===== config.mk =====
export PLATFORM = sky130hd
export DESIGN_NAME = mig_if_burst_flat
export DESIGN_NICKNAME = d
export VERILOG_FILES = /design/src/rtl/mig_if_burst_pkg.sv /design/src/rtl/mig_if_burst_if.sv /design/src/rtl/mig_if_burst_len_fifo.sv /design/src/rtl/mig_if_burst.sv /design/src/flat_wrapper.sv
export SDC_FILE = /design/constraint.sdc
export NUM_CORES = 1
export LEC_CHECK = 0
export ABC_AREA = 1
export BUFFER_PORTS_ARGS = -buffer_cell sky130_fd_sc_hd__buf_2
export CAP_MARGIN = 0
export CORE_AREA = 2 2 241 243
export DETAILED_ROUTE_END_ITERATION = 8
export DIE_AREA = 0 0 243 245
export GPL_ROUTABILITY_DRIVEN = 0
export PLACE_DENSITY = 0.42
export SETUP_SLACK_MARGIN = 0.15
export SLEW_MARGIN = 5
export SYNTH_ARGS = -nofsm -noshare
export SYNTH_HDL_FRONTEND = slang
export SYNTH_SLANG_ARGS = --single-unit
export TNS_END_PERCENT = 30

===== constraint.sdc =====
create_clock -name mclk -period 3.5 [get_ports mclk]
set_input_delay 0.35 -clock mclk [delete_from_list [all_inputs] [get_ports mclk]]
set_output_delay 0.35 -clock mclk [all_outputs]
set_load 0.005 [all_outputs]

===== src/rtl/mig_if_burst_pkg.sv =====
// Shared constants, FSM state type and helpers for the MIG user-interface burst bridge.
package mig_if_pkg;

  localparam logic [2:0] CMD_WR = 3'b000;
  localparam logic [2:0] CMD_RD = 3'b001;

  typedef enum logic [1:0] {
    IDLE,
    RD_ISSUE,
    WR_ISSUE
  } state_e;

  function automatic int clog2(input int value);
    int r;
    r = 0;
    while ((1 << r) < value) r++;
    return r;
  endfunction

endpackage


===== src/rtl/mig_if_burst_if.sv =====
// Bundle of MIG app, request-queue, write-data-queue and read-data-queue signals.
interface mig_if_burst_if #(
  parameter int DATA_W = 128,
  parameter int MASK_W = DATA_W / 8,
  parameter int ADDR_W = 28,
  parameter int LEN_W  = 3
);

  logic [ADDR_W-1:0]        app_addr;
  logic [2:0]               app_cmd;
  logic                     app_en;
  logic                     app_rdy;
  logic [DATA_W-1:0]        app_wdf_data;
  logic [MASK_W-1:0]        app_wdf_mask;
  logic                     app_wdf_wren;
  logic                     app_wdf_end;
  logic                     app_wdf_rdy;
  logic [DATA_W-1:0]        app_rd_data;
  logic                     app_rd_data_valid;
  logic                     req_rnext;
  logic                     req_rqempty;
  logic [31:0]              req_qraddr;
  logic                     req_rd_bwt;
  logic [LEN_W-1:0]         req_len;
  logic                     wdq_rnext;
  logic                     wdq_rqempty;
  logic [MASK_W+DATA_W-1:0] wdq_mask_rdata;
  logic                     rdq_wen;
  logic [DATA_W-1:0]        rdq_wdata;
  logic                     rdq_last;
  logic                     rdq_pop;
  logic                     rd_err;

  modport master (
    output app_addr, app_cmd, app_en, app_wdf_data, app_wdf_mask, app_wdf_wren, app_wdf_end,
    output req_rnext, wdq_rnext, rdq_wen, rdq_wdata, rdq_last, rd_err,
    input  app_rdy, app_wdf_rdy, app_rd_data, app_rd_data_valid,
    input  req_rqempty, req_qraddr, req_rd_bwt, req_len,
    input  wdq_rqempty, wdq_mask_rdata, rdq_pop
  );

  modport slave (
    input  app_addr, app_cmd, app_en, app_wdf_data, app_wdf_mask, app_wdf_wren, app_wdf_end,
    input  req_rnext, wdq_rnext, rdq_wen, rdq_wdata, rdq_last, rd_err,
    output app_rdy, app_wdf_rdy, app_rd_data, app_rd_data_valid,
    output req_rqempty, req_qraddr, req_rd_bwt, req_len,
    output wdq_rqempty, wdq_mask_rdata, rdq_pop
  );

endinterface


===== src/rtl/mig_if_burst_len_fifo.sv =====
// Small synchronous FIFO holding the length of each outstanding read request;
// push and pop in the same cycle are both honoured.
module mig_len_fifo
  import mig_if_pkg::*;
#(
  parameter int DEPTH = 4,
  parameter int W     = 3
) (
  input  logic         mclk,
  input  logic         mrst,
  input  logic         push,
  input  logic [W-1:0] push_data,
  input  logic         pop,
  output logic [W-1:0] head,
  output logic         full,
  output logic         empty
);

  localparam int AW = clog2(DEPTH);

  logic [W-1:0]  mem_q [DEPTH];
  logic [AW-1:0] wr_ptr_q, wr_ptr_d;
  logic [AW-1:0] rd_ptr_q, rd_ptr_d;
  logic [AW:0]   count_q, count_d;
  logic          do_push, do_pop;

  assign full    = (count_q == (AW+1)'(DEPTH));
  assign empty   = (count_q == '0);
  assign do_push = push & ~full;
  assign do_pop  = pop & ~empty;
  assign head    = mem_q[rd_ptr_q];

  always_comb begin
    wr_ptr_d = wr_ptr_q + AW'(do_push);
    rd_ptr_d = rd_ptr_q + AW'(do_pop);
    count_d  = count_q + (AW+1)'(do_push) - (AW+1)'(do_pop);
  end

  always_ff @(posedge mclk) begin
    if (mrst) begin
      wr_ptr_q <= '0;
      rd_ptr_q <= '0;
      count_q  <= '0;
    end else begin
      wr_ptr_q <= wr_ptr_d;
      rd_ptr_q <= rd_ptr_d;
      count_q  <= count_d;
    end
  end

  // Storage is pure data: no reset, validity is tracked by count_q.
  always_ff @(posedge mclk) begin
    if (do_push) mem_q[wr_ptr_q] <= push_data;
  end

endmodule


===== src/rtl/mig_if_burst.sv =====
// MIG user-interface bridge: expands queued requests into single-beat MIG commands,
// streams write data, and forwards read returns with last-beat marking and credit control.
module mig_if_burst
  import mig_if_pkg::*;
#(
  parameter int DATA_W     = 128,
  parameter int MASK_W     = DATA_W / 8,
  parameter int ADDR_W     = 28,
  parameter int LEN_W      = 3,
  parameter int RDQ_DEPTH  = 16,
  parameter int MAX_RD_REQ = 4
) (
  input logic            mclk,
  input logic            mrst,
  mig_if_burst_if.master bus
);

  localparam int COL_SHIFT = clog2(MASK_W);
  localparam int CNT_W     = LEN_W + 1;
  localparam int CR_W      = clog2(RDQ_DEPTH + 1);
  localparam logic [CR_W-1:0] CREDIT_MAX = CR_W'(RDQ_DEPTH);

  state_e           state_q, state_d;
  logic [CNT_W-1:0] cmd_cnt_q, cmd_cnt_d;
  logic [CNT_W-1:0] dat_cnt_q, dat_cnt_d;
  logic [LEN_W-1:0] rbeat_cnt_q, rbeat_cnt_d;
  logic [CR_W-1:0]  credit_q, credit_d;
  logic [CR_W:0]    credit_sum;
  logic             rd_err_q, rd_err_d;

  logic [CNT_W-1:0]  len_ext;
  logic              cmd_last, dat_last, dat_pending;
  logic [ADDR_W-2:0] col_addr;
  logic              app_en_c, wren_c, rnext_c;
  logic [2:0]        app_cmd_c;
  logic [ADDR_W-1:0] app_addr_c;
  logic              cmd_acc, wdf_acc, rd_acc;
  logic              fifo_push, fifo_pop, fifo_full, fifo_empty;
  logic [LEN_W-1:0]  fifo_head;
  logic              rdq_last_c;

  assign len_ext     = {1'b0, bus.req_len};
  assign cmd_last    = (cmd_cnt_q == len_ext);
  assign dat_last    = (dat_cnt_q == len_ext);
  assign dat_pending = (dat_cnt_q <= len_ext);

  // Column address wraps inside the low ADDR_W-1 bits; the MSB is always 0.
  assign col_addr = (ADDR_W-1)'((bus.req_qraddr >> COL_SHIFT) << 3)
                  + (ADDR_W-1)'({cmd_cnt_q, 3'b000});

  assign cmd_acc = app_en_c & bus.app_rdy;
  assign wdf_acc = wren_c & bus.app_wdf_rdy;
  assign rd_acc  = cmd_acc & (state_q == RD_ISSUE);

  // FSM output decode
  always_comb begin
    app_en_c   = 1'b0;
    app_cmd_c  = CMD_WR;
    app_addr_c = '0;
    wren_c     = 1'b0;
    rnext_c    = 1'b0;
    case (state_q)
      RD_ISSUE: begin
        app_en_c   = (credit_q != '0);
        app_cmd_c  = CMD_RD;
        app_addr_c = {1'b0, col_addr};
        rnext_c    = app_en_c & bus.app_rdy & cmd_last;
      end
      WR_ISSUE: begin
        app_en_c   = (cmd_cnt_q <= len_ext);
        app_cmd_c  = CMD_WR;
        app_addr_c = {1'b0, col_addr};
        wren_c     = dat_pending & ~bus.wdq_rqempty;
        // Pop the request once both sides are finished, counting this cycle's accepts.
        rnext_c    = (~app_en_c | (bus.app_rdy & cmd_last))
                   & (~dat_pending | (wren_c & bus.app_wdf_rdy & dat_last));
      end
      default: ;
    endcase
  end

  // FSM next state and burst counters
  always_comb begin
    state_d   = state_q;
    cmd_cnt_d = cmd_cnt_q;
    dat_cnt_d = dat_cnt_q;
    fifo_push = 1'b0;
    case (state_q)
      IDLE: begin
        if (~bus.req_rqempty) begin
          if (bus.req_rd_bwt) begin
            if (~fifo_full) begin
              state_d   = RD_ISSUE;
              fifo_push = 1'b1;
              cmd_cnt_d = '0;
            end
          end else begin
            state_d   = WR_ISSUE;
            cmd_cnt_d = '0;
            dat_cnt_d = '0;
          end
        end
      end
      RD_ISSUE: begin
        if (cmd_acc) cmd_cnt_d = cmd_cnt_q + 1'b1;
        if (rnext_c) state_d = IDLE;
      end
      WR_ISSUE: begin
        if (cmd_acc) cmd_cnt_d = cmd_cnt_q + 1'b1;
        if (wdf_acc) dat_cnt_d = dat_cnt_q + 1'b1;
        if (rnext_c) state_d = IDLE;
      end
      default: state_d = IDLE;
    endcase
  end

  // rdq credit: saturates at RDQ_DEPTH, never underflows since accepts need credit.
  always_comb begin
    credit_sum = {1'b0, credit_q} + (CR_W+1)'(bus.rdq_pop) - (CR_W+1)'(rd_acc);
    credit_d   = (credit_sum > {1'b0, CREDIT_MAX}) ? CREDIT_MAX : credit_sum[CR_W-1:0];
  end

  always_comb begin
    rdq_last_c  = bus.app_rd_data_valid & ~fifo_empty & (rbeat_cnt_q == fifo_head);
    fifo_pop    = rdq_last_c;
    rbeat_cnt_d = rbeat_cnt_q;
    if (bus.app_rd_data_valid & ~fifo_empty)
      rbeat_cnt_d = rdq_last_c ? '0 : rbeat_cnt_q + 1'b1;
    rd_err_d    = rd_err_q | (bus.app_rd_data_valid & fifo_empty);
  end

  always_ff @(posedge mclk) begin
    if (mrst) state_q <= IDLE;
    else      state_q <= state_d;
  end

  always_ff @(posedge mclk) begin
    if (mrst) begin
      cmd_cnt_q   <= '0;
      dat_cnt_q   <= '0;
      rbeat_cnt_q <= '0;
      credit_q    <= CREDIT_MAX;
      rd_err_q    <= 1'b0;
    end else begin
      cmd_cnt_q   <= cmd_cnt_d;
      dat_cnt_q   <= dat_cnt_d;
      rbeat_cnt_q <= rbeat_cnt_d;
      credit_q    <= credit_d;
      rd_err_q    <= rd_err_d;
    end
  end

  mig_len_fifo #(
    .DEPTH (MAX_RD_REQ),
    .W     (LEN_W)
  ) u_len_fifo (
    .mclk      (mclk),
    .mrst      (mrst),
    .push      (fifo_push),
    .push_data (bus.req_len),
    .pop       (fifo_pop),
    .head      (fifo_head),
    .full      (fifo_full),
    .empty     (fifo_empty)
  );

  assign bus.app_en       = app_en_c;
  assign bus.app_cmd      = app_cmd_c;
  assign bus.app_addr     = app_addr_c;
  assign bus.app_wdf_data = bus.wdq_mask_rdata[DATA_W-1:0];
  assign bus.app_wdf_mask = bus.wdq_mask_rdata[MASK_W+DATA_W-1:DATA_W];
  assign bus.app_wdf_wren = wren_c;
  assign bus.app_wdf_end  = wren_c;
  assign bus.wdq_rnext    = wdf_acc;
  assign bus.req_rnext    = rnext_c;
  assign bus.rdq_wen      = bus.app_rd_data_valid;
  assign bus.rdq_wdata    = bus.app_rd_data;
  assign bus.rdq_last     = rdq_last_c;
  assign bus.rd_err       = rd_err_q;

endmodule


===== src/flat_wrapper.sv =====
// flat-port wrapper written by rule: the top's interface ports become plain ports
module mig_if_burst_flat import mig_if_pkg::*;
#(
  parameter int DATA_W     = 128,
  parameter int MASK_W     = DATA_W / 8,
  parameter int ADDR_W     = 28,
  parameter int LEN_W      = 3,
  parameter int RDQ_DEPTH  = 16,
  parameter int MAX_RD_REQ = 4
)
  (mclk, mrst, bus_app_addr, bus_app_cmd, bus_app_en, bus_app_wdf_data, bus_app_wdf_mask, bus_app_wdf_wren, bus_app_wdf_end, bus_req_rnext, bus_wdq_rnext, bus_rdq_wen, bus_rdq_wdata, bus_rdq_last, bus_rd_err, bus_app_rdy, bus_app_wdf_rdy, bus_app_rd_data, bus_app_rd_data_valid, bus_req_rqempty, bus_req_qraddr, bus_req_rd_bwt, bus_req_len, bus_wdq_rqempty, bus_wdq_mask_rdata, bus_rdq_pop);
  mig_if_burst_if #(.DATA_W(DATA_W), .MASK_W(MASK_W), .ADDR_W(ADDR_W), .LEN_W(LEN_W)) bus_i ();
  input logic mclk;
  input logic mrst;
  output wire logic [$bits(bus_i.app_addr)-1:0] bus_app_addr;
  output wire logic [$bits(bus_i.app_cmd)-1:0] bus_app_cmd;
  output wire logic [$bits(bus_i.app_en)-1:0] bus_app_en;
  output wire logic [$bits(bus_i.app_wdf_data)-1:0] bus_app_wdf_data;
  output wire logic [$bits(bus_i.app_wdf_mask)-1:0] bus_app_wdf_mask;
  output wire logic [$bits(bus_i.app_wdf_wren)-1:0] bus_app_wdf_wren;
  output wire logic [$bits(bus_i.app_wdf_end)-1:0] bus_app_wdf_end;
  output wire logic [$bits(bus_i.req_rnext)-1:0] bus_req_rnext;
  output wire logic [$bits(bus_i.wdq_rnext)-1:0] bus_wdq_rnext;
  output wire logic [$bits(bus_i.rdq_wen)-1:0] bus_rdq_wen;
  output wire logic [$bits(bus_i.rdq_wdata)-1:0] bus_rdq_wdata;
  output wire logic [$bits(bus_i.rdq_last)-1:0] bus_rdq_last;
  output wire logic [$bits(bus_i.rd_err)-1:0] bus_rd_err;
  input wire logic [$bits(bus_i.app_rdy)-1:0] bus_app_rdy;
  input wire logic [$bits(bus_i.app_wdf_rdy)-1:0] bus_app_wdf_rdy;
  input wire logic [$bits(bus_i.app_rd_data)-1:0] bus_app_rd_data;
  input wire logic [$bits(bus_i.app_rd_data_valid)-1:0] bus_app_rd_data_valid;
  input wire logic [$bits(bus_i.req_rqempty)-1:0] bus_req_rqempty;
  input wire logic [$bits(bus_i.req_qraddr)-1:0] bus_req_qraddr;
  input wire logic [$bits(bus_i.req_rd_bwt)-1:0] bus_req_rd_bwt;
  input wire logic [$bits(bus_i.req_len)-1:0] bus_req_len;
  input wire logic [$bits(bus_i.wdq_rqempty)-1:0] bus_wdq_rqempty;
  input wire logic [$bits(bus_i.wdq_mask_rdata)-1:0] bus_wdq_mask_rdata;
  input wire logic [$bits(bus_i.rdq_pop)-1:0] bus_rdq_pop;
  assign bus_app_addr = bus_i.app_addr;
  assign bus_app_cmd = bus_i.app_cmd;
  assign bus_app_en = bus_i.app_en;
  assign bus_app_wdf_data = bus_i.app_wdf_data;
  assign bus_app_wdf_mask = bus_i.app_wdf_mask;
  assign bus_app_wdf_wren = bus_i.app_wdf_wren;
  assign bus_app_wdf_end = bus_i.app_wdf_end;
  assign bus_req_rnext = bus_i.req_rnext;
  assign bus_wdq_rnext = bus_i.wdq_rnext;
  assign bus_rdq_wen = bus_i.rdq_wen;
  assign bus_rdq_wdata = bus_i.rdq_wdata;
  assign bus_rdq_last = bus_i.rdq_last;
  assign bus_rd_err = bus_i.rd_err;
  assign bus_i.app_rdy = bus_app_rdy;
  assign bus_i.app_wdf_rdy = bus_app_wdf_rdy;
  assign bus_i.app_rd_data = bus_app_rd_data;
  assign bus_i.app_rd_data_valid = bus_app_rd_data_valid;
  assign bus_i.req_rqempty = bus_req_rqempty;
  assign bus_i.req_qraddr = bus_req_qraddr;
  assign bus_i.req_rd_bwt = bus_req_rd_bwt;
  assign bus_i.req_len = bus_req_len;
  assign bus_i.wdq_rqempty = bus_wdq_rqempty;
  assign bus_i.wdq_mask_rdata = bus_wdq_mask_rdata;
  assign bus_i.rdq_pop = bus_rdq_pop;
  mig_if_burst #(.DATA_W(DATA_W), .MASK_W(MASK_W), .ADDR_W(ADDR_W), .LEN_W(LEN_W), .RDQ_DEPTH(RDQ_DEPTH), .MAX_RD_REQ(MAX_RD_REQ)) u_core (.mclk(mclk), .mrst(mrst), .bus(bus_i));
endmodule

# After elaboration in Yosys (flattened, before gate mapping)
# Memories as Yosys holds them, arrays and structs flattened. A register that Yosys moved wholly into a read port is not among the register bits.
# Index checks and enable logic that the tools add are counted.
[classes]
n_eq_ne = 12
n_reduce_logical = 10
n_shift = 0
order_cmp = 3
bitwise_logic = 23
add_sub_neg = 10
n_div = 0
muxes = 27
mul = 0
[ops]
columns = ["cell", "n"]
rows = [
  ["$mux 4", 7],
  ["$add 27x7->27", 1],
  ["$mux 27", 1],
  ["$pmux 4 s2", 2],
  ["$and 1x1->1", 15],
  ["$mux 2", 5],
  ["$add 4x1->4 const B", 2],
  ["$eq 4x3->1", 2],
  ["$le 4x3->1", 2],
  ["$mux 1", 8],
  ["$reduce_and 4->1", 2],
  ["$add 5x1->6", 1],
  ["$gt 6x5->1 const B", 1],
  ["$ne 2x2->1 const B", 3],
  ["$sub 6x1->6", 1],
  ["$not 1->1", 5],
  ["$reduce_bool 5->1", 1],
  ["$add 2x1->2", 2],
  ["$ne 2x1->1 const B", 2],
  ["$pmux 1 s2", 2],
  ["$pmux 2 s2", 1],
  ["$reduce_bool 2->1", 2],
  ["$reduce_or 2->1", 2],
  ["$add 3x1->3", 1],
  ["other kinds (12)", 14],
]
[totals]
register_bits = 26
ramBits = 12
word_cells = 95
latch_bits = 0
n_memories = 1
rom_bits = 0
out_inout_bits = 311
[mem_list]
columns = ["memory", "words", "word_bits", "rd", "rd_ports_with_merged_regs", "wr", "line", "rtl"]
rows = [
  ["u_core.u_len_fifo.mem_q", 4, 3, 1, 1, 1, "mig_if_burst_len_fifo.sv:21", "logic [W-1:0] mem_q [DEPTH];"],
]

# Longest topological paths before layout
[depth]
depth_word = 9
depth_mapped = 21
mapped_depth_nobuf = 21

# Hierarchy
# Synthesis repeated with hierarchy kept, for this count alone.
[hier_totals]
cells_unflattened = 729
hier_area_um2 = 5181.2
[modules_own_cells]
columns = ["mod", "area_each_um2", "n_inst", "seq_area_each_um2", "cells_each"]
rows = [
  ["mig_if_burst", 4349.2, 1, 380.4, 648],
  ["mig_len_fifo", 832.0, 1, 500.5, 81],
]

# Least setup slack after synthesis
# OpenSTA, ideal clock, no wires.
[synth_timing]
kind = "input-to-reg"
from = "in bus_req_len[2]"
to = "reg u_core.credit_q[0]"
required_ns = 3.434
n_path_buf = 0
cell_stages = 20
slack_ns = 0.629
setup_ns = 0.066
arrival_time_ns = 2.805
path_cell_list = "inv_1 > ha_1 > inv_1 > nor2_1 > nand2_1 > nand2_1 > nand2_1 > nand2_1 > nand3_1 > nor2_1 > ha_1 > inv_1 > ha_1 > inv_1 > fa_1 > o21ai_0 > xor2_1 > a21oi_1 > nand3_1 > nor2_1"
[synth_between]
elab_chain_cells = 7
[synth_rtl]
columns = ["item", "line", "rtl"]
rows = [
  ["from (decl)", "flat_wrapper.sv:35", "input wire logic [$bits(bus_i.req_len)-1:0] bus_req_len;"],
  ["$le 4x3->1 *", "mig_if_burst.sv:70", "app_en_c = (cmd_cnt_q <= len_ext);"],
  ["$pmux 1 s2 *", "mig_if_burst.sv:62", "case (state_q)"],
  ["$and 1x1->1 *", "mig_if_burst.sv:51", "assign cmd_acc = app_en_c & bus.app_rdy;"],
  ["$and 1x1->1 *", "mig_if_burst.sv:53", "assign rd_acc = cmd_acc & (state_q == RD_ISSUE);"],
  ["$sub 6x1->6 *", "mig_if_burst.sv:119", "credit_sum = {1'b0, credit_q} + (CR_W+1)'(bus.rdq_pop) - (CR_W+1)'(rd_acc);"],
  ["$gt 6x5->1", "mig_if_burst.sv:120", "credit_d = (credit_sum > {1'b0, CREDIT_MAX}) ? CREDIT_MAX : credit_sum[CR_W-1:0];"],
  ["$reduce_or 2->1 (no line)", "n/a", ""],
  ["to (signal assigned)", "mig_if_burst.sv:148", "credit_q <= credit_d;"],
  ["to (decl)", "mig_if_burst.sv:27", "logic [CR_W-1:0] credit_q, credit_d;"],
]
# Mark *: on every way between the ends. The rest lies on a longest branch, timed or not.
# A chain may end at the register's enable or synchronous reset.

# Worst setup path in the final report
[layout_timing]
from = "reg u_core.cmd_cnt_q[0]"
to = "out bus_app_addr[17]"
[layout_between]
elab_chain_cells = 2
[layout_rtl]
columns = ["item", "line", "rtl"]
rows = [
  ["from (decl)", "mig_if_burst.sv:24", "logic [CNT_W-1:0] cmd_cnt_q, cmd_cnt_d;"],
  ["from (signal assigned)", "mig_if_burst.sv:145", "cmd_cnt_q <= cmd_cnt_d;"],
  ["$add 27x7->27", "mig_if_burst.sv:49", "+ (ADDR_W-1)'({cmd_cnt_q, 3'b000});"],
  ["$mux 27", "mig_if_burst.sv:62", ""],
  ["to (decl)", "flat_wrapper.sv:15", "output wire logic [$bits(bus_i.app_addr)-1:0] bus_app_addr;"],
]
# No other way between the ends.

==> metrics.cfg <==
[critical_path]
cp.required_ns = 3.15
cp_max_fo = 4
crit_path_start_kind = flip-flop
crit_type = flip-flop to output pin
r2r_slack_ns = 0.48
crit_arrival_ns = 2.74
cp-end-kind = output pin

[synthesis]
synth_cell_types = 35
async_flop_share_pct = 0
syn_area_um2 = 5220
synthTopCellsByArea = buf_4, dfxtp_1, edfxtp_1
synth_edf_count = 12
ys_seq_area_share_pct = 16.9
netlist.top_cell.by_area = buf_4
yosysTopAreaCellShare_pct = 40.3
avgSynthCellArea_um2 = 7.07
ys.flop_type = dfxtp_1
synth.ff_latch_count = 38
yosys_warnings = 0
syn_inst = 738

[timing]
fmax_ghz = 0.324
relSlewSlack_pct = 60.7
finalHoldViolCount = 0
maxSlewViolCount = 0
worst_pin_slew_ns = 0.584
clock_skew_ns = 0.00206
hold-worst-slack_ns = 0.323
fin_crit_ns = 3.09
fin_crit_sh_pct = 88.3
rsz0062_at_grt = no
tns_ns = 0
setup_viol = 0
setup_ws_ns = 0.411

[clock_network]
clk_latency_ns = 0.28
clk_path_buf_depth = 2
cts_setup_buffers = 0
root_buffer = clkbuf_16
numCtsBuffers = 5
cts_hold_buf = 0
cts_tree = yes
h-tree-depth = 2
post_cts_resized = 0
clock_sinks = 38
cts.clk_slew.worst_paths_ns = 0.06

[finish]
num-nets-final = 885
diodes = 0
drive_gt1_share_pct = 17.8
syn_to_final_growth_pct = -11.7
post-route-util_pct = 8.08

[status]
status = complete, no violations

[pwr]
power_frac_seq_pct = 27.5
ir_worst_vdd_uv = 155
leakagePower_uw = 0.00183
p_clk_share_pct = 21.6
power_frac_comb_pct = 50.9
intPower_uw = 1150
p_per_area_nw_per_um2 = 441
switchingPower_uw = 884
sw_frac_of_total_pct = 43.5

[drt]
drt-met1-wl_um = 5320
drt-wirelength-per-cell_um = 11.3
wl_met2_um = 6020
vias = 3586
wl_met3_um = 2210
first_iter_violations = 116
highest_layer = met5
final_antenna_net_count = 0
finalWirelength_um = 14800
drc = 0
dr.pass1.iters = 4
via_per_inst = 2.75

[flow_run]
cap_violations = 0

[grt]
grt_pass1_wl_um = 21200
grt_pass1_vias = 3622
grt_usage_pct = 4.72
overflow = 0
antenna_found_initial = 4
grt_max_degree = 18

[floorplanning]
start_util_pct = 9.15
core_area_um2 = 57000
core.rowCount = 88
die_x_um = 243
die_y_um = 245
ios = 627
dieArea_um2 = 59500

[worst_hold_path]
hold_class = input port to flip-flop

[placement]
post-place-ws_ns = 0.116
dp_hpwl_um = 12700
io_buffers = 68

[per-layer routing]
layer,up-vias,GRT usage (%)
met2,322,6.89
met1,1507,4.68
met4,4,3.75
met5,-,0.408
met3,120,3.14
li1,1633,-
[cells by family after synthesis]
| family | Yosys count | share of synthesized area (%) |
|---|---|---|
| AO/OA/AOI/OAI | 48 | 5.20 |
| XOR/XNOR | 23 | 3.86 |
| adder cells (fa/ha/maj) | 30 | 7.62 |
| buffers and inverters | 362 | 46.2 |
| flip-flops | 38 | 16.9 |
| other | 1 | 0.0718 |
| AND/OR/NAND/NOR | 236 | 20.2 |
[path summary, 6_finish.rpt]
kind / from / to / depth (start not counted)
worst min register to register: u_core.bus.rd_err / u_core.bus.rd_err / 1
worst min-delay path: bus_req_len[2] / u_core.u_len_fifo.mem_q[1][2] / 1
worst max-delay path: u_core.cmd_cnt_q[0] / bus_app_addr[17] / 12
worst max register to register: u_core.cmd_cnt_q[2] / u_core.credit_q[2] / 19
[power by group through the flow]
stage                     clock, uW  sequential [uW]  combinational [uW]
final                           438              560                1040
after global routing            478              570                1200
after CTS                       453              560                1050
after detailed placement          0              568                1040
after global placement            0              568                1040
after floorplan                   0              561                 904
[state kept, by name, summed over array words and instances (netlist names)]
signal,flops
u_core.u_len_fifo.rd_ptr_q,2
u_core.u_len_fifo.wr_ptr_q,2
u_core.rbeat_cnt_q,3
u_core.credit_q,5
u_core.bus.rd_err,1
u_core.u_len_fifo.mem_q,12
u_core.state_q,2
u_core.cmd_cnt_q,4
u_core.dat_cnt_q,4
u_core.u_len_fifo.count_q,3
[synth_stat cells (all sizes together) (3+ instances only)]
master  count
xnor2      13
a31oi       3
inv        78
nand2      95
nor4        3
nor2       64
a21oi      28
fa          3
buf       281
o21bai      3
xor2       10
nand3      50
nor3       13
nand4       8
edfxtp     12
o21ai      10
dfxtp      26
clkbuf      3
ha         27
[through the flow]
step                      std cells  instance area (um2)  total power [uW]
after floorplan                 743                 5240              1470
after global placement         1297                 4460              1610
after detailed placement       1297                 4460              1610
after CTS                      1305                 4600              2060
after global routing           1305                 4610              2250
final                          1305                 4610              2030
[area by class of cell]
class / count / area, um2
Fill cell: 6813 / 52400
Multi-Input combinational cell: 343 / 1960
Tap cell: 765 / 957
Sequential cell: 38 / 881
Timing Repair Buffer: 73 / 378
Inverter: 78 / 293
Clock buffer: 5 / 125
Clock inverter: 3 / 16.3
[cell usage in the layout, fill, tap and decap left out, types with 10 or more instances in the layout]
cell,instances
nor2_1,59
dfxtp_1,26
ha_1,27
nand2_1,91
xnor2_1,13
buf_2,68
nor3_1,12
xor2_1,10
edfxtp_1,12
a21oi_1,26
inv_1,78
nand3_1,49
[worst max-delay path: stages (launching register included)]
cell and delay (ns):
dfxtp_1 0.33, buf_4 0.17, ha_1 0.19, inv_1 0.08, fa_1 0.46, nand3b_1 0.26, nand2_1 0.19, nand2_1 0.12
nor2_2 0.17, nand2_1 0.10, xor2_1 0.20, nor2_1 0.06, buf_2 0.12
No activity file was read; power rests on OpenSTA's default activity.
